[config.mk]
export PLATFORM = sky130hd
export DESIGN_NAME = lcd_read_ctrl
export DESIGN_NICKNAME = d
export VERILOG_FILES = /design/src/rtl/lcd_read_ctrl.sv
export SDC_FILE = /design/constraint.sdc
export NUM_CORES = 1
export LEC_CHECK = 0
export BUFFER_PORTS_ARGS = -buffer_cell sky130_fd_sc_hd__buf_2
export CAP_MARGIN = 20
export CORE_MARGIN = 3
export CORE_UTILIZATION = 35
export DETAILED_ROUTE_END_ITERATION = 12
export HOLD_SLACK_MARGIN = 0.15
export SYNTH_ARGS = -nofsm -noshare
export SYNTH_HDL_FRONTEND = slang
export SYNTH_SLANG_ARGS = --single-unit
export TNS_END_PERCENT = 5
[constraint.sdc]
create_clock -name clk -period 5.95 [get_ports clk]
set_input_delay 0.8925 -clock clk [delete_from_list [all_inputs] [get_ports clk]]
set_output_delay 0.8925 -clock clk [all_outputs]
set_load 0.05 [all_outputs]
[src/rtl/lcd_read_ctrl.sv]
// lcd_read_ctrl: HD44780-style LCD read cycles (BF/AC or data RAM) with optional busy-flag polling.
// Define LCD_READ_AC_EN to add the lcd_bf/lcd_ac outputs holding the last BF/AC read.
module lcd_read_ctrl #(
  parameter int T_AS     = 2,
  parameter int T_EH     = 10,
  parameter int T_EL     = 10,
  parameter int POLL_MAX = 1023
) (
  input  logic       clk,
  input  logic       resetn,
  input  logic       req,
  input  logic       req_rs,
  input  logic       poll,
  output logic       busy,
  output logic       rd_valid,
  output logic [7:0] rd_data,
  output logic       timeout,
  input  logic [7:0] lcd_data_in,
  output logic       lcd_data_oe,
  output logic       lcd_e,
  output logic       lcd_rs,
  output logic       lcd_rw
`ifdef LCD_READ_AC_EN
  ,
  output logic       lcd_bf,
  output logic [6:0] lcd_ac
`endif
);
  typedef enum logic [2:0] {IDLE, SETUP, E_HIGH, E_LOW, DONE} state_t;
  state_t state, nxt;
  logic [7:0]  cnt;
  logic [15:0] pcnt;
  logic        rs_q, poll_q, tdone, bf_poll, again, active, rs_n;
  always_comb begin
    tdone   = cnt == (state == SETUP ? 8'(T_AS - 1) : state == E_HIGH ? 8'(T_EH - 1) : 8'(T_EL - 1));
    bf_poll = poll_q && !rs_q && rd_data[7];
    again   = bf_poll && pcnt < 16'(POLL_MAX);
    nxt     = state;
    case (state)
      IDLE:    nxt = req ? SETUP : IDLE;
      SETUP:   nxt = tdone ? E_HIGH : SETUP;
      E_HIGH:  nxt = tdone ? E_LOW : E_HIGH;
      E_LOW:   nxt = tdone ? (again ? SETUP : DONE) : E_LOW;
      default: nxt = IDLE;
    endcase
    active = nxt == SETUP || nxt == E_HIGH || nxt == E_LOW;
    rs_n   = state == IDLE ? req_rs : rs_q;
  end
  always_ff @(posedge clk or negedge resetn) begin
    if (!resetn) begin
      state       <= IDLE;
      cnt         <= '0;
      pcnt        <= '0;
      rs_q        <= 1'b0;
      poll_q      <= 1'b0;
      busy        <= 1'b0;
      rd_valid    <= 1'b0;
      rd_data     <= 8'h00;
      timeout     <= 1'b0;
      lcd_data_oe <= 1'b1;
      lcd_e       <= 1'b0;
      lcd_rs      <= 1'b0;
      lcd_rw      <= 1'b0;
`ifdef LCD_READ_AC_EN
      lcd_bf      <= 1'b0;
      lcd_ac      <= 7'h00;
`endif
    end else begin
      state <= nxt;
      cnt   <= (nxt != state || state == IDLE) ? 8'd0 : cnt + 8'd1;
      if (state == IDLE && req) begin
        rs_q    <= req_rs;
        poll_q  <= poll;
        pcnt    <= '0;
        timeout <= 1'b0;
      end
      if (state == E_HIGH && tdone) begin
        rd_data <= lcd_data_in;
        pcnt    <= pcnt + 16'd1;
`ifdef LCD_READ_AC_EN
        if (!rs_q) begin
          lcd_bf <= lcd_data_in[7];
          lcd_ac <= lcd_data_in[6:0];
        end
`endif
      end
      // a poll that leaves E_LOW with BF still set has exhausted its read budget
      if (state == E_LOW && tdone && bf_poll && !again) timeout <= 1'b1;
      busy        <= nxt != IDLE;
      rd_valid    <= nxt == DONE;
      lcd_e       <= nxt == E_HIGH;
      lcd_rw      <= active;
      lcd_rs      <= active && rs_n;
      lcd_data_oe <= !active;
    end
  end
endmodule

**Word level (Yosys, flattened, before mapping)**

Index checks and enable logic that the tools add are counted.

- Memory bits (writable): 0
- Memories kept: 0
- Bits in read-only memories: 0
- Logic and storage cells: 57
- Flip-flop bits (word level): 44
- Bits in latches: 0
- Output and inout port bits: 15

- Reduce and logical (&&, ||, !) cells: 19
- Shift-type cells: 0
- Divide/modulo/power cells: 0
- Bitwise logic cells: 0
- Add/sub/neg operators: 2
- Multiplexer cells: 13
- Equal/unequal tests: 9
- Multipliers: 0
- Order comparisons: 1

Operator list:

| kind | count |
|---|---|
| $mux W16 | 2 |
| $add A16 B1 Y16 const B | 1 |
| $lt A16 B10 Y1 const B | 1 |
| $eq A3 B2 Y1 const B | 4 |
| $pmux W3 S4 | 1 |
| $logic_and A1 B1 Y1 | 9 |
| $add A8 B1 Y8 const B | 1 |
| $eq A8 B4 Y1 | 1 |
| $mux W8 | 1 |
| $eq A3 B1 Y1 const B | 2 |
| $mux W3 | 2 |
| $mux W1 | 5 |
| $mux W4 | 1 |
| $reduce_bool A2 Y1 | 2 |
| $eq A3 B3 Y1 const B | 1 |
| $logic_not A1 Y1 | 3 |
| $logic_not A3 Y1 | 1 |
| $logic_or A1 B1 Y1 | 3 |
| $ne A3 B3 Y1 | 1 |
| $reduce_bool A3 Y1 | 1 |
| $mux W2 | 1 |

**Longest topological paths before layout**

Gate-level depths: netlist of run 1.

- Word-level depth: 11
- Gate-level depth with buffers: 8
- Depth with buffers taken out: 6

**Least setup slack after synthesis of run 1**

Ideal clock, no wire load.

- Kind: register to register
- Start: register cnt[1]
- End: register pcnt[8]
- Clock period less this slack: 1880 ps
- Slack: 4070 ps
- Arrival: 1741 ps
- Stages on the path, launching flop included: 9
- Setup time: 140 ps
- Buffers on the path: 2
- Path through: dfrtp_1 > inv_1 > ha_1 > nor2b_1 > buf_1 > nand4_4 > buf_2 > o311ai_0 > o41ai_1

- Longest elaborated chain between the ends: 3
- Elaborated cells on any way between the ends: 4

Ends and longest elaborated chain:

| item | RTL line | source |
|---|---|---|
| start: declaration | 31 | `logic [7:0] cnt;` |
| start signal: assignment | 70 | `cnt <= (nxt != state \|\| state == IDLE) ? 8'd0 : cnt + 8'd1;` |
| $eq A8 B4 Y1 * | 35 | `tdone = cnt == (state == SETUP ? 8'(T_AS - 1) : state == E_HIGH ? 8'(T_EH - 1) : 8'(T_EL - 1));` |
| $logic_and A1 B1 Y1 * | 77 | `if (state == E_HIGH && tdone) begin` |
| $mux W16 or $reduce_bool A2 Y1 (tied branches) | -- |  |
| end signal: assignment | 79 | `pcnt <= pcnt + 16'd1;` |
| end: declaration | 32 | `logic [15:0] pcnt;` |

Every way passes the cells marked *; elsewhere a longest branch is shown, timed or not.
A chain may end at the register's enable or synchronous reset.

**Worst setup path in the final report of run 1**

- Start: register cnt[1]
- End: register pcnt[9]

The elaborated chain is that of the path after synthesis.

==> results of run 1 <==
==> layout make-up <==
cell class | instances | area (µm²) | share of cell area
Multi-Input combinational cell | 166 | 1010 | 0.411
Clock buffer | 7 | 96.3 | 0.0393
Inverter | 3 | 11.3 | 0.00459
Tap cell | 75 | 93.8 | 0.0382
Timing Repair Buffer | 28 | 143 | 0.0581
Sequential cell | 44 | 1100 | 0.449
==> metrics by stage <==
step	power [mW]	utilization	hold WS [ns]	area (µm²)
floorplan	0.843	-	0.446	2170
global placement	0.950	0.396	0.447	2360
global route	1.24	0.412	0.506	2450
CTS	1.16	0.412	0.475	2450
detailed placement	0.957	0.396	0.457	2360
finish	1.14	0.412	0.468	2450
==> synth_stat cells (all sizes together) <==
master    n
nand2    46
dfrtp    43
nand3    17
nor2     15
mux2i     8
clkbuf    7
nor3      7
a21oi     6
and3      6
and2      5
nand4     5
xor2      5
a21o      4
buf       4
mux2      4
and4      3
ha        3
inv       3
nor4      3
o21ai     3
a211oi    2
and3b     2
nor2b     2
o31ai     2
o41ai     2
or4       2
a211o     1
a2bb2oi   1
a311o     1
a311oi    1
a31o      1
a31oi     1
a41oi     1
dfstp     1
nand2b    1
nand3b    1
o211ai    1
o311ai    1
or2       1
or3       1
xnor2     1
==> flip-flops by register name, summed over array words and instances (netlist names) <==
register     flops
lcd_rs           1
lcd_data_oe      1
rd_data          8
lcd_rw           1
lcd_e            1
state            3
busy             1
timeout          1
rd_valid         1
cnt              8
rs_q             1
pcnt            16
poll_q           1
==> per-layer routing <==
layer  track usage  wire length, µm  vias to the layer above  part of all wire
met4        0.0345               28                        0            0.0064
met5             0                0                        -                 0
met2         0.196             1940                       25              0.45
li1              -                -                      836                 -
met1         0.193             2230                      802              0.51
met3        0.0432              154                        2             0.035
==> placed cells by master, fill, tap and decap left out, types with 2 or more instances in the layout <==
| master | Yosys | routed |
|---|---|---|
| inv_1 | 3 | 3 |
| a21o_1 | 4 | 4 |
| mux2_2 | 4 | 4 |
| nand2_1 | 45 | 45 |
| a211oi_1 | 2 | 2 |
| dfrtp_1 | 43 | 43 |
| nor4_1 | 3 | 3 |
| o41ai_1 | 2 | 2 |
| nor2_1 | 15 | 15 |
| and3_1 | 5 | 5 |
| a21oi_1 | 6 | 6 |
| nand3_1 | 16 | 16 |
| o31ai_1 | 2 | 2 |
| and2_0 | 2 | 2 |
| buf_2 | 3 | 27 |
| nand4_1 | 4 | 4 |
| and3b_1 | 2 | 2 |
| and4_1 | 3 | 3 |
| xor2_1 | 5 | 5 |
| nor2b_1 | 2 | 2 |
| clkbuf_8 | 0 | 7 |
| o21ai_0 | 3 | 3 |
| ha_1 | 3 | 3 |
| mux2i_1 | 8 | 8 |
| and2_1 | 3 | 3 |
| nor3_1 | 7 | 7 |
==> power by group <==
| group | switching, mW | internal (mW) |
|---|---|---|
| Combinational | 0.327 | 0.138 |
| Sequential | 0.0852 | 0.393 |
| Clock | 0.0970 | 0.103 |
| Total | 0.510 | 0.635 |
==> path summary, 6_finish.rpt <==
path,from,endpoint,slack (ns)
worst min-delay path,rd_data[4]$_DFFE_PN0P_,rd_data[4]$_DFFE_PN0P_,0.47
max in group asynchronous,resetn,pcnt[0]$_DFFE_PN0P_,4.58
min in group asynchronous,resetn,timeout$_DFFE_PN0P_,0.75
worst min register to register,rd_data[4]$_DFFE_PN0P_,rd_data[4]$_DFFE_PN0P_,0.47
worst max-delay path,cnt[1]$_DFF_PN0_,pcnt[9]$_DFFE_PN0P_,3.41
worst max register to register,cnt[1]$_DFF_PN0_,pcnt[9]$_DFFE_PN0P_,3.41
==> worst register-to-register path, delay by kind of cell, from the launching register on <==
kind / cells / cell delay (ns)
simple gates: 2 / 1.27
mux: 1 / 0.40
compound gates: 1 / 0.17
buf+inv: 1 / 0.07
fa+ha+maj: 1 / 0.12
flops: 1 / 0.42
==> cells by family (layout without fill, tap and decap cells) <==
kind of cell / count (synthesis) / after routing / share of synthesized area
and+or+nand+nor: 117 / 117 / 0.274
xor gates and xnor gates: 6 / 6 / 0.0242
adders and majority gates: 3 / 3 / 0.0173
AOI/OAI and AO/OA: 28 / 28 / 0.0918
muxes: 12 / 12 / 0.0577
DFF: 44 / 44 / 0.508
buffers and inverters: 14 / 38 / 0.0271
==> impl_metrics.ini, run 1 <==
[status]
outcome = finished clean

[worst_hold_path]
min_path_type = reg2reg
holdPathStages = 2

[global_routing]
antenna_found_initial = 0
grt_max_degree = 45
overflow = 0
gr-usage-all-layers = 0.134
grt_pass1_wl_mm = 7.78
first_global_vias = 1640

[clock_tree]
path_clk_slew_ns = 0.08
cts_tree = yes
clock-root-buffer = clkbuf_8
ctsHoldBuffers = 0
clockBufferDepth = 2
cts.sinks = 44
cts_made_buffers = 5
postCtsSetupRepairBufs = 0
cts_resized = 0
clk_latency_ns = 0.29
cts_max_level = 2

[synth]
netlist.top_cell.by_area = dfrtp_1
synth.yosys.warnings = 0
synthCells = 224
yosys-top-cells-area = dfrtp_1, nand2_1, mux2i_1
syn_area_per_cell_um2 = 9.68
synth_cell_type_count = 49
seq_area_frac_synth = 0.508
ys_ff_latch = 44
syn_area_um2 = 2170
synth_top_area_frac = 0.496
synth.net_count = 240

[sta]
worst_slack_ns = 3.41
finalCritPeriodShare = 0.427
relSlewSlack = 0.349
rsz0062_at_grt = no
fin_crit_ns = 2.54
tns_ns = 0
worst_pin_slew_ns = 0.977
setup_violations = 0
max_freq_mhz = 393
slew_violations = 0
skew_ns = 0.0109
finalHoldViolations = 0

[routing]
first_pass_iters = 4
vias = 1665
wl_per_cell_um = 13.5
viasPerCell = 5.15
detail-route-antenna-nets = 0
drtIter0Drc = 80
routed_wl_mm = 4.35
route.detailed.drc = 0

[job]
drv_cap = 0

[critical_path]
crit_type = reg2reg
path_cells = inv_1 -> ha_1 -> nor2b_1 -> and4_1 -> mux2_2 -> a21o_1
crit_required_ns = 6.14
worst-r2r-cell-count = 6
critPathLaunchType = flip-flop
worst_ep_arrival_time_ns = 2.73
end_kind = flip-flop
cpLargestDelayFamily = simple AND/OR/NAND/NOR gates
critical_path_cell_count = 6
critPathSlowestCell = and4_1
critPathMaxFanout = 15
crit_buf_inv = 1
max_stage_delay_ns = 0.69

[cells_and_area]
nets = 264
drive_gt1_frac = 0.185
fill_cells = 634
areaGrowthSynthToFinish_pct = 13.2
diodes = 0
instances_no_fill = 323

[die]
die_w_um = 84.7
io_pins = 28
coreArea_um2 = 5960
initial_core_util = 0.364
die_area_um2 = 7180
fp-row-count = 28
die_height_um = 84.7

[place]
pre_cts_slack_ns = 3.38
port_buffers = 27
gp_congestion = 0.759
dp_cells = 316
hpwl_mm = 2.99

[pwr]
irDropWorstVdd_mv = 0.277
cellPowerDensity_nw_per_um2 = 467
leakagePower_nw = 1.19
Note: power is estimated with default switching activity, not from simulation.
==> run 2: changes to the inputs <==
ABC_AREA = 1   (was not set)
clock period = 2.6 ns   (was 5.95 ns; I/O delays follow)
==> impl_metrics.ini, run 2 <==
[status]
outcome = finished clean

[pwr]
p_int_mw = 1.40
combPwrFrac = 0.428
cellPowerDensity_nw_per_um2 = 999
leakagePower_nw = 1.28
clockPowerShare = 0.181
irDropWorstVdd_mv = 0.585
power_switching_mw = 1.14
netSwitchingFraction = 0.450
power.share.sequential = 0.391

[synth]
ys_ff_latch = 44
netlist.top_cell.by_area = dfrtp_1
async_reset_ff_frac = 1.00
synth_adder_area_share = 0.0170
synth_common_cells = nand2_1, dfrtp_1, inv_1
syn_area_um2 = 2210
synth_cell_type_count = 32
synth_compound_gate_area_share = 0.0567
synth_top_family_by_area = simple AND/OR/NAND/NOR gates
synth_xor_area_frac = 0.0278
synthMuxAreaShare = 0
synth.yosys.warnings = 0
synthCells = 267
synth-edff-count = 0
syn_area_per_cell_um2 = 8.27
synth_top_area_frac = 0.487
synth.net_count = 283
synthSimpleGateAreaFrac = 0.327
yosys-top-cells-area = dfrtp_1, nand2_1, inv_1
synthFlopType = dfrtp_1
yosysMostFrequentCell = nand2_1
seq_area_frac_synth = 0.499

[clock_tree]
clock-root-buffer = clkbuf_8
cts_tree = yes
cts.sinks = 44
cts_max_level = 2
path_clk_slew_ns = 0.08
clk_latency_ns = 0.29
clockBufferDepth = 2
cts_made_buffers = 5

[routing]
viasPerCell = 4.60
detail-route-antenna-nets = 0
route.detailed.drc = 0
drtIter0Drc = 96
wl_per_cell_um = 10.9
first_pass_iters = 4
vias = 1735
routed_wl_mm = 4.13

[critical_path]
r2r_slack_ns = 0.74
critPathMaxFanout = 17
max_stage_delay_ns = 0.38
path_cells = inv_1 -> ha_1 -> inv_1 -> nor2_1 -> nand2_1 -> nor2_4 -> nand4_4 -> clkinv_2 -> nand3_1 -> nor2_1 -> a21oi_1
critPathLaunchType = flip-flop
end_kind = flip-flop
critPathSlowestCell = dfrtp_1
crit_required_ns = 2.78
worst_ep_arrival_time_ns = 2.04
crit_type = reg2reg

[cells_and_area]
drive_gt1_frac = 0.209
final_common_cell = nand2_1
layout_common_cells = nand2_1, dfrtp_1, inv_1
fill_cells = 637
final_util = 0.422
nets = 317
top_regs = pcnt (16), cnt (8), rd_data (8)
areaGrowthSynthToFinish_pct = 15.1
regMostFlops = pcnt
multi_input_area_um2 = 947
largest_register_ffs = 16
diodes = 0
design_area_um2 = 2540
ff_latch_area_um2 = 1100

[place]
hpwl_mm = 3.08
placed_area_um2 = 2430
port_buffers = 27
pre_cts_slack_ns = 0.724
gp_congestion = 0.811

[sta]
worst_slack_ns = 0.741
finalCritPeriodShare = 0.715
rsz0062_at_grt = no
max_freq_mhz = 538
fin_crit_ns = 1.86
finalHoldViolations = 0
timing.hold.ws_ns = 0.289
skew_ns = 0.00331
slew_violations = 0
setup_violations = 0
worst_pin_slew_ns = 0.462
relSlewSlack = 0.692
tns_ns = 0

[global_routing]
grt_pass1_wl_mm = 7.67
overflow = 0
grt_max_degree = 25
antenna_found_initial = 0
first_global_vias = 1764
gr-usage-all-layers = 0.128

[die]
die_w_um = 85.4
io_pins = 28
coreArea_um2 = 6030
fp-row-count = 28
initial_core_util = 0.366
die_height_um = 85.4
die_area_um2 = 7300

[job]
drv_cap = 0

[worst_hold_path]
min_path_type = in2reg
run 2: cell count changes in the layout (fill, tap and decap cells not counted), sizes merged, moves of 6 or more:
cell / before / now
and3: 6 / 0
inv: 3 / 37
mux2i: 8 / 0
nand2: 46 / 81
nand3: 17 / 24
nor2: 15 / 37
o21ai: 3 / 13
run 2: worst paths after layout:
kind / start / to / cells after the start
min in group asynchronous: resetn / cnt[0]$_DFF_PN0_ / 2
hold / removal: lcd_data_in[1] / rd_data[1]$_DFFE_PN0P_ / 3
setup / recovery: cnt[1]$_DFF_PN0_ / pcnt[4]$_DFFE_PN0P_ / 11
hold reg to reg: poll_q$_DFFE_PN0P_ / poll_q$_DFFE_PN0P_ / 2
setup reg to reg: cnt[1]$_DFF_PN0_ / pcnt[4]$_DFFE_PN0P_ / 11
max in group asynchronous: resetn / pcnt[3]$_DFFE_PN0P_ / 3
run 2: cell type report:
class	count	share of cell area
multi-input combinational	183	0.373
tap	75	0.0369
inverter	38	0.0576
sequential	44	0.434
clock buffer	8	0.0394
timing repair buffer	29	0.0600
run 2: metrics by stage:
step | total power [mW] | cells
floorplan | 1.86 | 267
global placement | 2.09 | 368
detailed placement | 2.10 | 368
CTS | 2.57 | 377
global route | 2.73 | 377
finish | 2.54 | 377
run 2: routing by layer:
metal | vias up | part of all wire | GRT usage
li1 | 906 | - | -
met1 | 797 | 0.49 | 0.173
met2 | 30 | 0.47 | 0.206
met3 | 2 | 0.033 | 0.0272
met4 | 0 | 0.0097 | 0.0403
met5 | - | 0 | 0
run 2: timing repair:
| item | 4_1_cts | 5_1_grt |
|---|---|---|
| resized for setup | 0 | 0 |
| endpoints found under the hold margin | 19 | 0 |
| hold buffers | 1 | 0 |
| buffers inserted | 0 | 0 |
run 2: logic make-up (layout without fill, tap and decap cells):
group	count (synthesis)	count (layout)
AOI/OAI and AO/OA	22	22
xor gates and xnor gates	7	7
adders and majority gates	3	3
buffers and inverters	40	75
DFF	44	44
and+or+nand+nor	151	151
run 2: power by group through the flow:
stage                     clock, mW  sequential [mW]  combinational [mW]
after floorplan                   0             1.33               0.533
after CTS                     0.475            0.994                1.10
after global placement            0             1.00                1.09
final                         0.461            0.992                1.09
after detailed placement          0             1.01                1.10
after global routing          0.504             1.02                1.21
run 2: critical path, delay by kind of cell (launching register included):
kind	cells	cell delay, ns
compound gates	1	0.04
fa+ha+maj	1	0.13
buf+inv	3	0.40
flops	1	0.38
simple gates	6	0.78
